File: src/rtl/axi_chan_pkg.sv
// Shared types and constants for the AXI-style channel blocks.
package axi_chan_pkg;

    typedef enum logic [1:0] {
        RX_EMPTY,
        RX_PART,
        RX_FULL
    } rx_fill_t;

    localparam int STAT_W = 16;

    // Saturating increment used by the statistics counters.
    function automatic logic [STAT_W-1:0] sat_inc(input logic [STAT_W-1:0] v);
        return (v == {STAT_W{1'b1}}) ? v : v + STAT_W'(1);
    endfunction

endpackage

File: src/rtl/axi_stall_monitor.sv
// Watches a stalled transmitter beat and flags VALID drops or data changes
// before acceptance; the error flag is sticky until reset.
module axi_stall_monitor #(
    parameter int WIDTH = 8
) (
    input  logic             clk,
    input  logic             srst,
    input  logic             valid_i,
    input  logic             ready_i,
    input  logic [WIDTH-1:0] xdata_i,
    output logic             prot_err_o
);

    logic             stall_q, stall_d;
    logic [WIDTH-1:0] data_q, data_d;
    logic             err_q, err_d;

    always_comb begin
        stall_d = valid_i & ~ready_i;
        data_d  = xdata_i;
        err_d   = err_q | (stall_q & (~valid_i | (xdata_i != data_q)));
    end

    always_ff @(posedge clk) begin
        if (srst) begin
            stall_q <= 1'b0;
            data_q  <= '0;
            err_q   <= 1'b0;
        end else begin
            stall_q <= stall_d;
            data_q  <= data_d;
            err_q   <= err_d;
        end
    end

    assign prot_err_o = err_q;

endmodule

File: src/rtl/rx_channel_fifo.sv
// Receive side of the AXI-style channel: first-word-fall-through FIFO with a
// transmitter protocol monitor. Define RX_CHANNEL_FIFO_STATS_EN for beat/stall counters.
module rx_channel_fifo
    import axi_chan_pkg::*;
#(
    parameter int WIDTH = 8,
    parameter int DEPTH = 4
) (
    input  logic                       ACLK,
    input  logic                       ARESET,
    input  logic                       VALID,
    output logic                       READY,
    input  logic [WIDTH-1:0]           xDATA,
    output logic [WIDTH-1:0]           rx_data,
    output logic                       rx_valid,
    input  logic                       rx_ready,
    output logic [$clog2(DEPTH):0]     count,
`ifdef RX_CHANNEL_FIFO_STATS_EN
    output logic [STAT_W-1:0]          beat_cnt,
    output logic [STAT_W-1:0]          stall_cnt,
`endif
    output logic                       prot_err
);

    localparam int AW = $clog2(DEPTH);
    localparam int CW = AW + 1;

    logic [WIDTH-1:0] mem_q [DEPTH];
    logic [AW-1:0]    wr_ptr_q, wr_ptr_d;
    logic [AW-1:0]    rd_ptr_q, rd_ptr_d;
    logic [CW-1:0]    count_q, count_d;
    rx_fill_t         state_q, state_d;
    logic             push, pop;

    // READY depends only on reset and registered state, never on VALID.
    assign READY    = ~ARESET & (state_q != RX_FULL);
    assign rx_valid = ~ARESET & (state_q != RX_EMPTY);
    assign rx_data  = rx_valid ? mem_q[rd_ptr_q] : '0;
    assign count    = count_q;

    assign push = VALID & READY;
    assign pop  = rx_valid & rx_ready;

    always_comb begin
        wr_ptr_d = wr_ptr_q;
        rd_ptr_d = rd_ptr_q;
        count_d  = count_q;
        state_d  = state_q;
        if (push) begin
            wr_ptr_d = wr_ptr_q + AW'(1);
        end
        if (pop) begin
            rd_ptr_d = rd_ptr_q + AW'(1);
        end
        if (push && !pop) begin
            count_d = count_q + CW'(1);
        end else if (pop && !push) begin
            count_d = count_q - CW'(1);
        end
        case (state_q)
            RX_EMPTY: begin
                if (push) state_d = RX_PART;
            end
            RX_PART: begin
                if (push && !pop && count_q == CW'(DEPTH - 1)) begin
                    state_d = RX_FULL;
                end else if (pop && !push && count_q == CW'(1)) begin
                    state_d = RX_EMPTY;
                end
            end
            RX_FULL: begin
                if (pop) state_d = RX_PART;
            end
            default: state_d = RX_EMPTY;
        endcase
    end

    always_ff @(posedge ACLK) begin
        if (ARESET) begin
            wr_ptr_q <= '0;
            rd_ptr_q <= '0;
            count_q  <= '0;
            state_q  <= RX_EMPTY;
        end else begin
            wr_ptr_q <= wr_ptr_d;
            rd_ptr_q <= rd_ptr_d;
            count_q  <= count_d;
            state_q  <= state_d;
        end
    end

    // Storage is deliberately left out of reset so it maps onto plain RAM.
    always_ff @(posedge ACLK) begin
        if (push) begin
            mem_q[wr_ptr_q] <= xDATA;
        end
    end

    axi_stall_monitor #(
        .WIDTH(WIDTH)
    ) u_stall_monitor (
        .clk       (ACLK),
        .srst      (ARESET),
        .valid_i   (VALID),
        .ready_i   (READY),
        .xdata_i   (xDATA),
        .prot_err_o(prot_err)
    );

`ifdef RX_CHANNEL_FIFO_STATS_EN
    logic [STAT_W-1:0] beat_cnt_q;
    logic [STAT_W-1:0] stall_cnt_q;

    always_ff @(posedge ACLK) begin
        if (ARESET) begin
            beat_cnt_q  <= '0;
            stall_cnt_q <= '0;
        end else begin
            if (push) beat_cnt_q <= sat_inc(beat_cnt_q);
            if (VALID && !READY) stall_cnt_q <= sat_inc(stall_cnt_q);
        end
    end

    assign beat_cnt  = beat_cnt_q;
    assign stall_cnt = stall_cnt_q;
`endif

endmodule
File: config.mk
export PLATFORM = sky130hd
export DESIGN_NAME = rx_channel_fifo
export DESIGN_NICKNAME = d
export VERILOG_FILES = /design/src/rtl/axi_chan_pkg.sv /design/src/rtl/axi_stall_monitor.sv /design/src/rtl/rx_channel_fifo.sv
export SDC_FILE = /design/constraint.sdc
export NUM_CORES = 1
export LEC_CHECK = 0
export ABC_AREA = 1
export ABC_CLOCK_PERIOD_IN_PS = 3000
export CORE_MARGIN = 5
export CORE_UTILIZATION = 55
export DETAILED_ROUTE_END_ITERATION = 8
export PLACE_DENSITY = 0.82
export SLEW_MARGIN = 25
export SYNTH_ARGS = -nofsm -noshare
export SYNTH_HDL_FRONTEND = slang
export SYNTH_SLANG_ARGS = --single-unit
File: constraint.sdc
create_clock -name ACLK -period 3 [get_ports ACLK]
set_clock_uncertainty 0.2 [all_clocks]
set_input_delay 0.45 -clock ACLK [delete_from_list [all_inputs] [get_ports ACLK]]
set_output_delay 0.45 -clock ACLK [all_outputs]
set_load 0.005 [all_outputs]
* Word-level counts from Yosys, hierarchy flattened *
Memories as Yosys holds them, arrays and structs flattened. A register that Yosys moved wholly into a read port is not among the register bits.
Cells that the tools add are included.

storage, ports and cells
  word-level logic and storage cells = 54
  flip-flop bits (word level) = 19
  output and inout bits = 14
  memories = 1
  memory bits (read-only) = 0
  memory bits (writable) = 32
  bits in latches = 0
  bits of input ports = 12

memory list
  name   words  bits a word  rd ports  clocked after memory_dff  wr ports  line                   text
  mem_q  4      8            1         1                         1         rx_channel_fifo.sv:28  logic [WIDTH-1:0] mem_q [DEPTH];

operators by class
  shift operators = 0
  equality and inequality tests = 9
  multiplexer cells = 12
  add/sub/neg operators = 4
  div/mod/pow operators = 0
  bitwise logic cells = 11
  reduce and logical (&&, ||, !) cells = 10
  order comparisons = 0
  multipliers = 0

operators by type and width
  kind                                                                   number
  2-bit 2-to-1 mux                                                       6
  8-bit 2-to-1 mux                                                       1
  8-bit inequality test                                                  1
  1-bit AND                                                              6
  3-bit 2-to-1 mux                                                       2
  2-bit inequality test, second input constant                           3
  2-bit case mux with 3 select lines                                     1
  2-bit by 1-bit adder with 2-bit output, second input constant          2
  1-bit logical AND                                                      4
  2-bit nonzero test                                                     2
  3-bit by 1-bit adder with 3-bit output, second input constant          1
  3-bit by 1-bit equality test with 1-bit output, second input constant  1
  3-bit by 2-bit equality test with 1-bit output, second input constant  1
  3-bit inequality test, second input constant                           1
  1-bit inverter                                                         3
  3-bit AND reduction                                                    1
  3-bit by 1-bit subtractor with 3-bit output, second input constant     1
  2-bit by 1-bit equality test with 1-bit output, second input constant  1
  2-bit equality test, second input constant                             1
  1-bit zero test                                                        2
  2-bit zero test                                                        1
  1-bit 2-to-1 mux                                                       2
  1-bit bitwise OR                                                       2

* Logic depth before layout (Yosys ltp) *
  depth in word-level cells = 9
  mapped depth = 11
  depth with buffers taken out = 10

* Modules after synthesis *
A second synthesis with hierarchy kept.

unflattened totals
  cells, all modules = 241
  area total of the unflattened synthesis = 2326.0 um2

modules (own cells, without submodules)
  module             cells an instance  seq. area each (um2)  area each (um2)  times used
  rx_channel_fifo    181                1181.1                1911.8           1
  axi_stall_monitor  60                 200.2                 414.1            1

* Worst setup path after synthesis *
OpenSTA, ideal clock, no wires.

  kind = in2reg
  from = input port ARESET
  to = memory mem_q[0][0], enable pin
  setup time = 0.371 ns
  buffers on the path = 2
  arrival = 1.244 ns
  required time = 2.429 ns
  stages on the path = 5
  setup slack = 1.186 ns
  cells stage by stage = buf_6 nor2_1 nand2_1 buf_4 nor2_1

on the way
  longest elaborated chain between the ends = 5

RTL lines
  what                                    line                   text
  start, declared                         rx_channel_fifo.sv:10  input logic ARESET,
  1-bit inverter                          rx_channel_fifo.sv:36  assign READY = ~ARESET & (state_q != RX_FULL);
  1-bit AND                               rx_channel_fifo.sv:36
  1-bit AND                               rx_channel_fifo.sv:41  assign push = VALID & READY;
  1-bit 2-to-1 mux                        rx_channel_fifo.sv:94  if (push) begin
  1-bit 2-to-1 mux (not written as such)  rx_channel_fifo.sv:95  mem_q[wr_ptr_q] <= xDATA;
  end, declared                           rx_channel_fifo.sv:28

Every way passes these cells.

==> key figures <==
Route
  – Remaining DRCs: 0
  – Drt first pass iters: 4
  – ANT nets after route: 0
  – DRT iter0 DRCs: 86
  – Via count: about 1600
  – Routed wire length: slightly above 4000 microns
  – Via-to-Cell Ratio: 5.03
  – DR WL/cell: 13.0 microns

Worst setup path
  – Worst setup EP type: primary output
  – Worst-path maximum fanout: 17
  – Critical Path RT: 2.35 ns
  – WS Path Type: reg -> out
  – CP arrival: 2.07 ns
  – Crit path launch type: flip-flop
  – R2r startpoint: state_q[0]
  – R2R setup slack: 1.15 ns

Timing
  – Final period util: 90.6%
  – Max-Slew Margin vs Limit: 62.5%
  – Setup TNS Final: 0 ns
  – PnR worst setup slack: 0.282 ns
  – Fin crit period: ~2.7 ns
  – Slew Viols, Final: 0
  – Final setup fails: 0
  – Worst Max-Slew Pin Slew: 0.561 ns
  – Final hold violations: 0
  – RSZ-0062 raised after global routing: false
  – Maximum clock rate: approximately 370 MHz

Layout
  – Area grow syn2layout: 18.0%
  – Fraction of layout cells with a size suffix above 1: 7.84%
  – Nets: about 290
  – # diodes: 0

Synthesis
  – Avg Synthesized Cell Area: 9.74 sq um
  – Netlist cell types: 25
  – Largest cells by area after synthesis: edfxtp_1 42%, dfxtp_1 18%, nor2_1 8.1%
  – FF+latch count, synth: 53
  – Top cell type's share of synthesized area: 41.6%
  – Synth area leader: edfxtp_1
  – Syn_nets: 259
  – Synth warn: 0
  – Post-synth EDFFs: 32
  – Async SR Flop Fraction: 0%
  – Top FF cell, synth: edfxtp_1
  – Post-synthesis cell area: between 2000 and 2500 sq um
  – Synthesized instance count: 237
  – Register area share after synthesis: between 50 and 60%

GRT
  – Largest net degree at the start of global routing: 18
  – Number of global-route vias before repair: 1548
  – M3 GR Usage: 4.94%
  – GR Overflow Total: 0
  – Global Route Usage Sum: 17.1%
  – GRT Max-Usage Layer: met2
  – Antenna violations before repair: 0
  – Global-route wire length before repair: roughly 7000 microns
  – Met2 GRT Util: ~29%
  – Met1 Use GR: 20.3%

Floorplanning
  – Initial core utilization: 57.3%
  – Total I/O pin count: 26
  – Die width: approximately 75 microns
  – Die Y: 74.8 microns
  – Die area: between 5000 and 6000 sq um
  – Total core area: approximately 4000 sq um
  – Row count: 23

Clock network
  – CTS Sinks: 53
  – CTS buffer count: 5
  – Post-CTS Setup Bufs: 0
  – CTS HTree Levels: 2
  – CTS hold repair buffers: 0
  – Post-CTS sizing: 0
  – Clk_lat worst skew: 0.30 ns
  – Clock transition at the registers of the reported paths: 0.09 ns
  – Clock root buffer: clkbuf_8
  – CTS Buffer Depth: 2
  – CTS tree: built

Placement
  – Pre-CTS setup slack: 0.443 ns
  – Post-DP HPWL: 2960 microns
  – Port buffer count: 25
  – GP Congestion: between 0.7 and 0.8

Min path
  – Hold WC Path Type: reg -> reg
  – Min-delay src: u_stall_monitor.stall_q

Status
  – Status: finished, final reports clean

Job
  – Max-Cap Viols: 0

Power and ir drop
  – Power Density: 532 nW/um^2
  – Pleak: 1.11 nW
  – Peak supply drop: 0.000373 V
-- kinds of logic after synthesis --
kind of cell,synth area share (%)
fa+ha+maj,5.42
flops,59.8
xor+xnor,1.52
simple gates,14.4
buf+inv,8.29
compound gates,10.5
-- critical path: stages, from the launching register on --
cell and delay, ns:
dfxtp_1 0.68, inv_2 0.25, o21ai_0 0.28, a21oi_1 0.09, clkdlybuf4s50_1 0.46
-- power breakdown --
group	internal, mW	switching, mW	total, mW
logic	0.0780	0.0900	0.168
registers	0.797	0.0187	0.816
clock network	0.250	0.215	0.465
-- final timing paths --
kind                                      to  cells after the start
setup / recovery                  rx_data[3]                      4
setup reg to reg                    count[2]                      8
hold / removal    u_stall_monitor.prot_err_o                      2
hold reg to reg   u_stall_monitor.prot_err_o                      2
-- per-stage QoR --
| step | util [%] | instance area [sq um] | hold WS [ns] | total power, mW | std cells |
|---|---|---|---|---|---|
| global placement | 64.9 | 2610 | 0.244 | 0.996 | 310 |
| finish | 67.6 | 2730 | 0.257 | 1.45 | 318 |
| detailed placement | 64.9 | 2610 | 0.242 | 1.00 | 310 |
| floorplan | - | 2310 | 0.222 | 0.930 | 237 |
| global route | 67.6 | 2730 | 0.309 | 1.52 | 318 |
| CTS | 67.6 | 2730 | 0.259 | 1.46 | 318 |
-- per-layer routing --
layer | vias to the layer above | routed length (microns)
met3 | 7 | 198
met5 | - | 0
met1 | 733 | 1720
met2 | 36 | 2140
li1 | 823 | -
met4 | 0 | 65
-- synth_stat cells, types with 2 or more instances --
master    count
inv_1        33
buf_4         2
xnor2_1       3
nand2_4       2
edfxtp_1     32
nor2_1       50
nand3_1       4
ha_1         10
nand4_1       2
o21ai_0      22
inv_4         3
dfxtp_1      21
buf_2         2
a21oi_1      20
nand2_1      21
-- flip-flops by register name (all words and copies together) (netlist names), named ones only --
register,flops
count,3
mem_q,32
rd_ptr_q,2
state_q,2
u_stall_monitor.data_q,8
u_stall_monitor.prot_err_o,1
u_stall_monitor.stall_q,1
wr_ptr_q,2
-- layout make-up --
class / count / area, sq um
Timing Repair Buffer: 30 / 288
Fill cell: 326 / 1300
Sequential cell: 53 / 1380
Tap cell: 50 / 62.6
Multi-Input combinational cell: 140 / 736
Inverter: 37 / 146
Clock inverter: 2 / 38.8
Clock buffer: 6 / 72.6
-- cells in the final DEF, fill, tap and decap left out --
cell             Yosys  layout
nor3_1               1       1
o21ai_0             22      22
clkbuf_8             0       5
inv_4                3       3
xnor2_1              3       3
ha_1                10      10
clkbuf_1             1       1
nand2_1             21      21
o211ai_1             1       1
nand3_1              4       4
clkinv_4             0       1
dfxtp_1             21      21
o21ai_4              1       1
bufinv_16            0       1
nand2_4              2       2
inv_1               33      33
clkdlybuf4s50_1      0      25
buf_4                2       5
xor2_1               1       1
a21oi_1             20      20
edfxtp_1            32      32
nor2_1              50      50
inv_2                1       1
nand4_1              2       2
nand2_2              1       1
o21ai_2              1       1
No activity file was read; power rests on OpenSTA's default activity.
